File: src/rtl/tmr_hamming_scrub_reg.sv
// Triplicated Hamming(7,4) nibble register: votes and corrects the three copies every
// cycle and periodically rewrites all copies with the corrected codeword.
module tmr_hamming_scrub_reg #(
    parameter int SCRUB_PERIOD = 16,
    parameter int ERR_CNT_W    = 8
) (
    input  logic                 clk,
    input  logic                 rst,
    input  logic                 wr_en,
    input  logic [3:0]           wr_data,
    input  logic [6:0]           inj_mask_1,
    input  logic [6:0]           inj_mask_2,
    input  logic [6:0]           inj_mask_3,
    output logic [3:0]           rd_data,
    output logic                 err_flag,
    output logic                 mismatch,
    output logic                 scrub_active,
    output logic [ERR_CNT_W-1:0] err_count
);

    localparam int CNT_W = (SCRUB_PERIOD > 2) ? $clog2(SCRUB_PERIOD) : 1;
    localparam logic [0:0] ST_RUN   = 1'b0;
    localparam logic [0:0] ST_SCRUB = 1'b1;

    logic [0:0]       state;
    logic [CNT_W-1:0] cycle_cnt;
    logic [6:0]       copy_1, copy_2, copy_3;
    logic [6:0]       voted;
    logic [2:0]       syndrome;
    logic [3:0]       decoded;
    logic [6:0]       corrected_cw;
    logic             copies_equal;
    logic             repair;
    logic [6:0]       next_1, next_2, next_3;

    function automatic logic [6:0] hamming_encode(input logic [3:0] d);
        return {d[3] ^ d[2] ^ d[0], d[3] ^ d[1] ^ d[0], d[3],
                d[2] ^ d[1] ^ d[0], d[2], d[1], d[0]};
    endfunction

    // Returns {s3,s2,s1}
    function automatic logic [2:0] hamming_syndrome(input logic [6:0] v);
        return {v[0] ^ v[1] ^ v[2] ^ v[3],
                v[0] ^ v[1] ^ v[4] ^ v[5],
                v[0] ^ v[2] ^ v[4] ^ v[6]};
    endfunction

    function automatic logic [3:0] hamming_decode(input logic [6:0] v, input logic [2:0] s);
        logic [6:0] c;
        c = v;
        case (s)
            3'b001:  c[6] = ~c[6];
            3'b010:  c[5] = ~c[5];
            3'b011:  c[4] = ~c[4];
            3'b100:  c[3] = ~c[3];
            3'b101:  c[2] = ~c[2];
            3'b110:  c[1] = ~c[1];
            3'b111:  c[0] = ~c[0];
            default: c = v;
        endcase
        return {c[4], c[2], c[1], c[0]};
    endfunction

    always_comb begin
        voted        = (copy_1 & copy_2) | (copy_1 & copy_3) | (copy_2 & copy_3);
        syndrome     = hamming_syndrome(voted);
        decoded      = hamming_decode(voted, syndrome);
        corrected_cw = hamming_encode(decoded);
        copies_equal = (copy_1 == copy_2) && (copy_2 == copy_3);
        repair       = (state == ST_SCRUB) && !wr_en &&
                       ((copy_1 != corrected_cw) || (copy_2 != corrected_cw) ||
                        (copy_3 != corrected_cw));
        next_1 = copy_1;
        next_2 = copy_2;
        next_3 = copy_3;
        if (wr_en) begin
            next_1 = hamming_encode(wr_data);
            next_2 = hamming_encode(wr_data);
            next_3 = hamming_encode(wr_data);
        end else if (repair) begin
            next_1 = corrected_cw;
            next_2 = corrected_cw;
            next_3 = corrected_cw;
        end
    end

    // Storage: upsets are applied on top of whichever next value was selected
    always_ff @(posedge clk) begin
        if (rst) begin
            copy_1 <= 7'h00;
            copy_2 <= 7'h00;
            copy_3 <= 7'h00;
        end else begin
            copy_1 <= next_1 ^ inj_mask_1;
            copy_2 <= next_2 ^ inj_mask_2;
            copy_3 <= next_3 ^ inj_mask_3;
        end
    end

    always_ff @(posedge clk) begin
        if (rst) begin
            state     <= ST_RUN;
            cycle_cnt <= '0;
        end else if (state == ST_SCRUB) begin
            state <= ST_RUN;
        end else if (cycle_cnt == CNT_W'(SCRUB_PERIOD - 1)) begin
            state     <= ST_SCRUB;
            cycle_cnt <= '0;
        end else begin
            cycle_cnt <= cycle_cnt + CNT_W'(1);
        end
    end

    // Read stage: reflects the copies held after the previous edge
    always_ff @(posedge clk) begin
        if (rst) begin
            rd_data   <= 4'h0;
            err_flag  <= 1'b0;
            mismatch  <= 1'b0;
            err_count <= '0;
        end else begin
            rd_data  <= decoded;
            err_flag <= (syndrome != 3'b000);
            mismatch <= !copies_equal;
            if (repair && (err_count != {ERR_CNT_W{1'b1}})) begin
                err_count <= err_count + ERR_CNT_W'(1);
            end
        end
    end

    assign scrub_active = (state == ST_SCRUB);

endmodule

File: config.mk
export PLATFORM = sky130hd
export DESIGN_NAME = tmr_hamming_scrub_reg
export DESIGN_NICKNAME = d
export VERILOG_FILES = /design/src/rtl/tmr_hamming_scrub_reg.sv
export SDC_FILE = /design/constraint.sdc
export NUM_CORES = 1
export LEC_CHECK = 0
export BUFFER_PORTS_ARGS = -buffer_cell sky130_fd_sc_hd__buf_2
export CAP_MARGIN = 10
export CORE_MARGIN = 4
export CORE_UTILIZATION = 58
export DETAILED_ROUTE_END_ITERATION = 6
export PLACE_DENSITY = 0.81
export SLEW_MARGIN = 20
export SYNTH_ARGS = -nofsm -noshare
export SYNTH_HDL_FRONTEND = slang
export SYNTH_SLANG_ARGS = --single-unit
File: constraint.sdc
create_clock -name clk -period 4.2 [get_ports clk]
set_input_delay 1.26 -clock clk [delete_from_list [all_inputs] [get_ports clk]]
set_output_delay 1.26 -clock clk [all_outputs]
set_load 0.02 [all_outputs]
Yosys cells after proc, flatten, opt, wreduce, memory -nomap -nowiden
Cells that the tools add are included.

word-level totals
  flip-flop bits (word level) = 40
  bits of input ports = 28
  output and inout port bits = 15
  logic and storage cells = 76

cells by class
  $add $sub $neg = 2
  eq/ne operators = 11
  muxes and demuxes = 12
  bitwise logic cells = 32
  reductions and logical operators = 10

operators with widths
  kind                                                                   number
  7-bit two-way mux                                                      6
  7-bit bitwise AND                                                      3
  7-bit inequality test                                                  3
  7-bit XOR                                                              3
  1-bit XOR                                                              20
  7-bit equality test                                                    2
  7-bit OR                                                               2
  3-bit equality test, second input constant                             3
  8-bit by 1-bit adder with 8-bit output, second input constant          1
  8-bit inequality test, second input constant                           1
  1-bit two-way mux                                                      5
  4-bit by 1-bit adder with 4-bit output, second input constant          1
  4-bit equality test, second input constant                             1
  1-bit logical AND                                                      4
  4-bit two-way mux                                                      1
  1-bit inverter                                                         4
  3-bit by 2-bit equality test with 1-bit output, second input constant  1
  3-bit nonzero test                                                     1
  1-bit logical NOT                                                      2
  1-bit logical OR                                                       2
  2-bit OR reduction                                                     1

Logic depth before layout (Yosys ltp)
Gate-level depths: netlist of the first run.

  depth after elaboration = 17
  mapped depth = 14
  depth with buffers taken out = 11

Worst setup path before layout of the first run
No wires, ideal clock.

  path type = reg-to-reg
  start point = reg copy_1[0]
  end point = reg copy_1[1]
  setup time = 123 ps
  arrival time = 3463 ps
  path slack = 614 ps
  cell stages (with the launch flop) = 13
  buffers on the path = 1
  clock period less this slack = 3586 ps
  cells stage by stage = dfxtp_1 -> ha_1 -> a211oi_4 -> xnor2_1 -> nand3_1 -> o21ai_1 -> a2111oi_1 -> o21ai_1 -> a2111oi_4 -> nor3_2 -> buf_6 -> a222oi_1 -> mux2_1

between the ends
  longest elaborated chain between the ends = 17

RTL lines
  what                                                                                   RTL line    source
  start, declared                                                                        27          logic [6:0] copy_1, copy_2, copy_3;
  start signal, assigned                                                                 94          copy_1 <= next_1 ^ inj_mask_1;
  7-bit bitwise AND                                                                      65          voted = (copy_1 & copy_2) | (copy_1 & copy_3) | (copy_2 & copy_3);
  7-bit OR (2 in a row)                                                                  65
  1-bit XOR, on equally long branches (3 in a row)                                       45, 43, 44
  3-bit equality test or 3-bit by 2-bit equality test with 1-bit output (tied branches)  51          case (s)
  1-bit two-way mux                                                                      51
  1-bit XOR, on equally long branches (2 in a row)                                       38, 37
  7-bit inequality test                                                                  71          ((copy_1 != corrected_cw) || (copy_2 != corrected_cw) ||
  1-bit logical OR (2 in a row)                                                          71
  1-bit logical AND                                                                      70          repair = (state == ST_SCRUB) && !wr_en &&
  7-bit two-way mux (*)                                                                  80          end else if (repair) begin
  7-bit two-way mux (*)                                                                  76          if (wr_en) begin
  7-bit XOR (*)                                                                          94

Mark *: on every way between the ends. The rest lies on a longest branch, timed or not.
A chain may end at the register's enable or synchronous reset.

Worst setup path after layout of the first run
  start point = reg copy_2[0]
  end point = reg copy_1[0]

between the ends
  longest elaborated chain between the ends = 17

RTL lines
  what                                                                                   RTL line    source
  start, declared                                                                        27
  start signal, assigned                                                                 95          copy_2 <= next_2 ^ inj_mask_2;
  7-bit bitwise AND                                                                      65
  7-bit OR (2 in a row)                                                                  65
  1-bit XOR, on equally long branches (3 in a row)                                       45, 43, 44
  3-bit equality test or 3-bit by 2-bit equality test with 1-bit output (tied branches)  51
  1-bit two-way mux                                                                      51
  1-bit XOR, on equally long branches (2 in a row)                                       38, 37
  7-bit inequality test                                                                  71
  1-bit logical OR (2 in a row)                                                          71
  1-bit logical AND                                                                      70
  7-bit two-way mux (*)                                                                  80
  7-bit two-way mux (*)                                                                  76
  7-bit XOR (*)                                                                          94

Marked as above.

==> flow_summary_export.csv, run 1 <==
group,metric,value,unit
setup_path,critical_path_end_type,"flop",
layout,fin_area,0.00363,mm^2
pwr,p_per_area,376,mW/mm^2
detailed_routing,routed_via_density,6.46,
floorplan,floorplan.die.height,81.8,um
cts,ctsHtreeMaxLevel,2,
setup_path,timing_worst_setup_path_type,"flop to flop",
layout,area_growth_syn_to_layout,14.9,%
detailed_routing,drt_iter0_markers,346,
floorplan,fp-row-count,26,
setup_path,type_of_element_launching_the_critical_path,"flop",
layout,fin_nets,461,
logic_synthesis,synth-main-ff-cell,"dfxtp_1",
min_path,worstHoldPathType,"flop to flop",
detailed_routing,drt_pass1_iterations,7,
layout,layout-drive-gt1-share,19.6,%
logic_synthesis,mappedNetlistArea,0.00316,mm^2
pwr,vdd.ir_drop.worst,0.230,mV
timing,finClkSkew,0.0124,ns
floorplan,die-area,0.00669,mm^2
cts,clk-insertion-delay-late,0.31,ns
cts,clkTransAtPathRegs,0.09,ns
layout,antenna_cells_inserted,0,
logic_synthesis,ys_async_sr_fraction,0,%
logic_synthesis,synthesis.instances,370,
grt,grt.total_usage,26.1,%
floorplan,floorplan.initialDensity,60.6,%
run_status,failing_checks,"design-rule violations",
placed_design,pre_cts_ws,0.0130,ns
cts,cts_root_buf,"clkbuf_8",
detailed_routing,avgRoutedWirePerCell,17.1,um
detailed_routing,route.vias.total,3153,
floorplan,die_w,81.8,um
timing,holdWs,0.489,ns
grt,via_count_of_the_first_global_routing_pass,2874,
logic_synthesis,ys.warnings.count,0,
layout,fin_cells,488,
grt,global_route.overflow_total,0,
pwr,cellLeakagePower,1.53,nW
timing,hold_viol,0,
placed_design,detailed_place_hpwl,6170,um
placed_design,placedCellCount,478,
grt,pin_count_of_the_biggest_net_entering_global_routing,64,
placed_design,dpl-instance-area,0.00345,mm^2
timing,timing_max_transition_violations_final,0,
floorplan,core,0.00520,mm^2
setup_path,crit_path_max_fanout,12,
pwr,power.total,1.36,mW
cts,cts_hold_buffers,0,
timing,setup-tns-final,0,ns
setup_path,timing.critical_path.required,4.39,ns
cts,tritoncts_clock_tree,"built",
timing,finalCritPeriodShare,99.5,%
logic_synthesis,mean_cell_area_of_the_mapped_netlist,8.53,um^2
placed_design,io_buffers,42,
layout,final_util,69.7,%
detailed_routing,final_wl,8340,um
run_status,outcome,"finished, violations left",
setup_path,critical_path_arrival,4.37,ns
min_path,worst_hold_path.num_cells,2,
logic_synthesis,synth.yosys.seq_area_share,25.4,%
timing,layout_min_cycle_time,4.18,ns
cts,cts_buffers,5,
setup_path,timing.reg2reg.worst_path_depth,13,
timing,max_slew_margin,30.9,%
detailed_routing,detail_route.drc_violations,17,
logic_synthesis,synth.net_count,414,
timing,setup_viol_count_final,0,
logic_synthesis,synth-edff-count,0,
grt,initial_antenna_violation_count,0,
timing,max_slew.worst_pin.slew,1.04,ns
placed_design,globalplace.congestion,0.970,
run,max-cap-violations,0,
cts,clock_sinks,40,
logic_synthesis,synth.ff_latch_count,40,
timing,layout_setup_ws,0.0195,ns
detailed_routing,ant_nets,0,
timing,max_clock_freq,239,MHz
grt,grt_first_pass_wirelength,13700,um
logic_synthesis,synth_cell_type_count,61,
floorplan,pin_count,43,
cts,clock_path_buffers,2,
## power by group
group | switching [mW] | internal, mW
clock network | 0.154 | 0.195
logic | 0.327 | 0.235
registers | 0.0405 | 0.412
## area by class of cell
type,count,area (um^2)
clock inverters,2,38.8
inverters,2,7.51
repair buffers,54,300
well taps,70,87.6
clock buffers,6,82.6
flip-flops and latches,40,801
multi-input cells,314,2310
fillers,425,1580
## logic make-up after synthesis
group           Yosys count  synth area share, %
fa+ha+maj                16                 6.34
compound gates           91                 23.2
flops                    40                 25.4
xor+xnor                 29                 8.52
buf+inv                  16                 2.77
mux                      27                 9.47
simple gates            151                 24.3
## what timing repair did
item,in CTS,in global routing
gates resized for setup,1,5
setup buffers,0,2
pin swaps,0,1
endpoints found under the setup margin,2,23
## synth_stat cells, types with 2 or more instances
master    number  area share (%)
nor2_1        41             4.9
dfxtp_1       40              25
nor2b_1       29             5.7
xnor2_1       25             6.9
mux2_1        21             7.5
nand2_1       21             2.5
nand3_1       18             2.9
ha_1          16             6.3
a21oi_1       14             2.2
nor3_1        13             2.1
a31oi_1       12             2.4
a211oi_1       8             1.9
clkbuf_1       8            0.95
a222oi_1       6             1.9
and3_1         6             1.2
o21ai_1        6            0.95
a221oi_1       5             1.4
a311oi_1       5             1.4
a211o_1        4             1.1
and2_1         4            0.79
mux2i_1        4             1.3
nand2b_1       4            0.79
a211oi_2       3             1.2
a21o_1         3            0.71
and4_1         3            0.83
buf_6          3             1.1
nor4_1         3            0.59
o211ai_1       3            0.71
a211oi_4       2             1.3
a22oi_1        2            0.48
inv_1          2            0.24
mux2_2         2            0.71
nand4_1        2            0.40
o22ai_1        2            0.40
o41ai_1        2            0.55
xnor2_2        2             1.0
xor2_1         2            0.55
## worst max-delay path, stage by stage (launching register included)
cell       delay (ns)
dfxtp_1          0.38
ha_1             0.27
a211oi_4         0.54
buf_4            0.22
xnor2_1          0.26
nand2_1          0.16
o221a_2          0.28
o31a_1           0.23
o2111ai_1        0.40
a2111oi_4        0.09
buf_4            0.20
o21a_4           0.25
a221oi_1         0.39
mux2_1           0.37
## state kept, by name (all words and copies together), names as in the netlist
register      count
rd_data           4
cycle_cnt         4
copy_3            7
err_flag          1
scrub_active      1
mismatch          1
err_count         8
copy_1            7
copy_2            7
## layer usage
metal	part of all wire [%]	routed length [um]	track usage, %	vias up
met5	0	0	0	-
met1	42	3540	35.4	1466
met2	47	3890	43.0	174
li1	-	-	-	1486
met3	8.6	716	4.17	27
met4	2.3	193	7.31	0
## final timing paths
check                     from      endpoint  slack (ns)
setup / recovery     copy_2[0]     copy_1[0]        0.02
hold reg to reg   cycle_cnt[3]  scrub_active        0.49
hold / removal    cycle_cnt[3]  scrub_active        0.49
setup reg to reg     copy_2[0]     copy_1[0]        0.02
## placed cells by master, fill, tap and decap left out, types with 4 or more instances in the layout
cell / n
xnor2_1: 24
and3_1: 6
a311oi_1: 5
clkbuf_8: 6
a211oi_1: 8
nor2b_1: 29
a221oi_1: 5
nand2_1: 21
ha_1: 16
and2_1: 4
a222oi_1: 6
nand2b_1: 4
nor3_1: 13
nor2_1: 41
mux2_1: 21
a31oi_1: 12
a211o_1: 4
buf_4: 12
mux2i_1: 4
dfxtp_1: 40
o21ai_1: 6
a21oi_1: 14
nand3_1: 18
buf_2: 42
Note: power is estimated with default switching activity, not from simulation.
==> run 2: changes to the inputs <==
Settings changed: BUFFER_PORTS_ARGS -buffer_cell sky130_fd_sc_hd__buf_2 to not set, CORE_UTILIZATION 58 to 64, DONT_BUFFER_PORTS set to 1, RECOVER_POWER set to 50, TNS_END_PERCENT set to 1.
==> flow_summary_export.csv, run 2 (same netlist as run 1, synthesis figures left out) <==
group,metric,value,unit
run_status,outcome,"finished, violations left",
run_status,failing_checks,"design-rule violations",
pwr,share_clk_of_total_power,25.6,%
cts,clock_path_buffers,2,
layout,fin_nets,419,
layout,max_reg_flops,8,
cts,cts_hold_buffers,0,
floorplan,die_w,78.2,um
setup_path,worstPathCellList,"ha_1 -> a211o_1 -> xnor2_1 -> nand3_1 -> a21oi_1 -> a2111oi_2 -> or3_1 -> a2111oi_4 -> buf_4 -> nand2b_1 -> a31oi_1 -> mux2_1",
grt,global_route.overflow_total,0,
pwr,power.switching,0.477,mW
timing,max_clock_freq,250,MHz
setup_path,critical_path_arrival,4.19,ns
setup_path,timing_worst_setup_path_type,"flop to flop",
pwr,cellLeakagePower,1.34,nW
timing,holdWs,0.487,ns
grt,grt_first_pass_wirelength,12500,um
setup_path,critical_path_end_type,"flop",
floorplan,floorplan.die.height,78.2,um
grt,via_count_of_the_first_global_routing_pass,2677,
cts,tritoncts_clock_tree,"built",
floorplan,core,0.00475,mm^2
detailed_routing,final_wl,7610,um
detailed_routing,drt_pass1_iterations,7,
layout,most_common_cell_after_layout_fill_and_taps_aside,"nor2_1",
detailed_routing,drt_iter0_markers,386,
cts,clk-insertion-delay-late,0.29,ns
setup_path,cpPeakStageDelay,0.46,ns
timing,finClkSkew,0.00590,ns
run,max-cap-violations,0,
pwr,power.total,1.30,mW
detailed_routing,route.vias.total,2966,
floorplan,die-area,0.00612,mm^2
layout,layout-drive-gt1-share,10.6,%
floorplan,floorplan.initialDensity,66.4,%
pwr,vdd.ir_drop.worst,0.262,mV
detailed_routing,ant_nets,0,
layout,filler_cell_count,400,
timing,hold_viol,0,
floorplan,fp-row-count,25,
timing,max_slew_margin,57.1,%
layout,registers.top_by_ff_count,"err_count",
placed_design,dpl-instance-area,0.00323,mm^2
pwr,p_per_area,382,mW/mm^2
timing,timing_max_transition_violations_final,0,
grt,pin_count_of_the_biggest_net_entering_global_routing,64,
setup_path,regToRegSetupSlack,0.19,ns
timing,setup_viol_count_final,0,
cts,cts_buffers,5,
detailed_routing,routed_via_density,6.70,
cts,clkTransAtPathRegs,0.08,ns
detailed_routing,avgRoutedWirePerCell,17.2,um
timing,finalCritPeriodShare,95.4,%
setup_path,timing.critical_path.required,4.39,ns
placed_design,detailed_place_hpwl,5690,um
timing,layout_min_cycle_time,4.01,ns
pwr,cellInternalPower,0.822,mW
grt,grt.total_usage,25.3,%
cts,clock_sinks,40,
floorplan,pin_count,43,
setup_path,cp_slowest_cell,"or3_1",
cts,cts_root_buf,"clkbuf_8",
layout,antenna_cells_inserted,0,
grt,initial_antenna_violation_count,0,
placed_design,io_buffers,0,
placed_design,globalplace.congestion,0.926,
min_path,worstHoldPathType,"flop to flop",
layout,area_growth_syn_to_layout,7.65,%
min_path,worst_hold_path.num_cells,2,
setup_path,timing.reg2reg.worst_path_depth,12,
setup_path,type_of_element_launching_the_critical_path,"flop",
pwr,power.share.switching,36.7,%
timing,max_slew.worst_pin.slew,0.641,ns
layout,commonest_cells_after_routing_fill_and_taps_aside,"nor2_1, dfxtp_1, nor2b_1, xnor2_1",
pwr,comb_power_share,38.5,%
pwr,power.sequential.fraction,35.8,%
layout,fin_area,0.00340,mm^2
timing,setup-tns-final,0,ns
setup_path,crit_path_max_fanout,10,
detailed_routing,detail_route.drc_violations,6,
cts,ctsHtreeMaxLevel,2,
==> run 2: final cells by class <==
type,count,area (um^2),share of cell area (%)
clock inverter,2,38.8,1.14
tap,67,83.8,2.47
inverter,2,7.51,0.221
sequential,40,802,23.6
multi-input combinational,315,2300,67.7
clock buffer,6,82.6,2.43
timing repair buffer,11,82.6,2.43
==> run 2: routing by layer <==
| metal | vias to the layer above | global-route usage [%] | part of all wire, % |
|---|---|---|---|
| met3 | 31 | 6.19 | 9.8 |
| met2 | 175 | 37.7 | 44 |
| met4 | 0 | 10.7 | 2.7 |
| met5 | - | 0 | 0 |
| met1 | 1347 | 34.9 | 44 |
| li1 | 1413 | - | - |
==> run 2: repair_timing <==
action	CTS	global route
resized for setup	2	2
hold endpoints to repair	0	0
pin swaps	0	1
setup endpoints to repair	21	21
cloned	0	1
setup buffers	0	2
==> run 2: final timing paths <==
path                                   start           end
worst max register to register     copy_1[0]     copy_2[3]
worst max-delay path               copy_1[0]     copy_2[3]
worst min register to register  cycle_cnt[3]  scrub_active
worst min-delay path            cycle_cnt[3]  scrub_active
==> run 2: worst max-delay path: cells and delay by family (launching register included) <==
kind	cells	cell delay (ns)
buf+inv	1	0.23
flops	1	0.42
simple gates	3	0.91
compound gates	5	1.24
xor+xnor	1	0.43
mux	1	0.33
fa+ha+maj	1	0.32
==> run 2: power by group through the flow <==
stage                     Combinational, mW  Clock (mW)  Sequential [mW]
after floorplan                       0.381           0            0.462
after global placement                0.465           0            0.471
after detailed placement              0.475           0            0.472
after CTS                             0.481       0.340            0.464
after global routing                  0.547       0.357            0.471
final                                 0.501       0.333            0.466
==> run 2: stage by stage <==
step | utilization [%] | std cells | worst slack (ns)
CTS | 70.7 | 440 | 0.0877
global route | 71.5 | 443 | -0.0192
global placement | 67.9 | 432 | -0.0722
floorplan | - | 370 | 0.614
detailed placement | 67.9 | 432 | -0.100
finish | 71.5 | 443 | 0.193
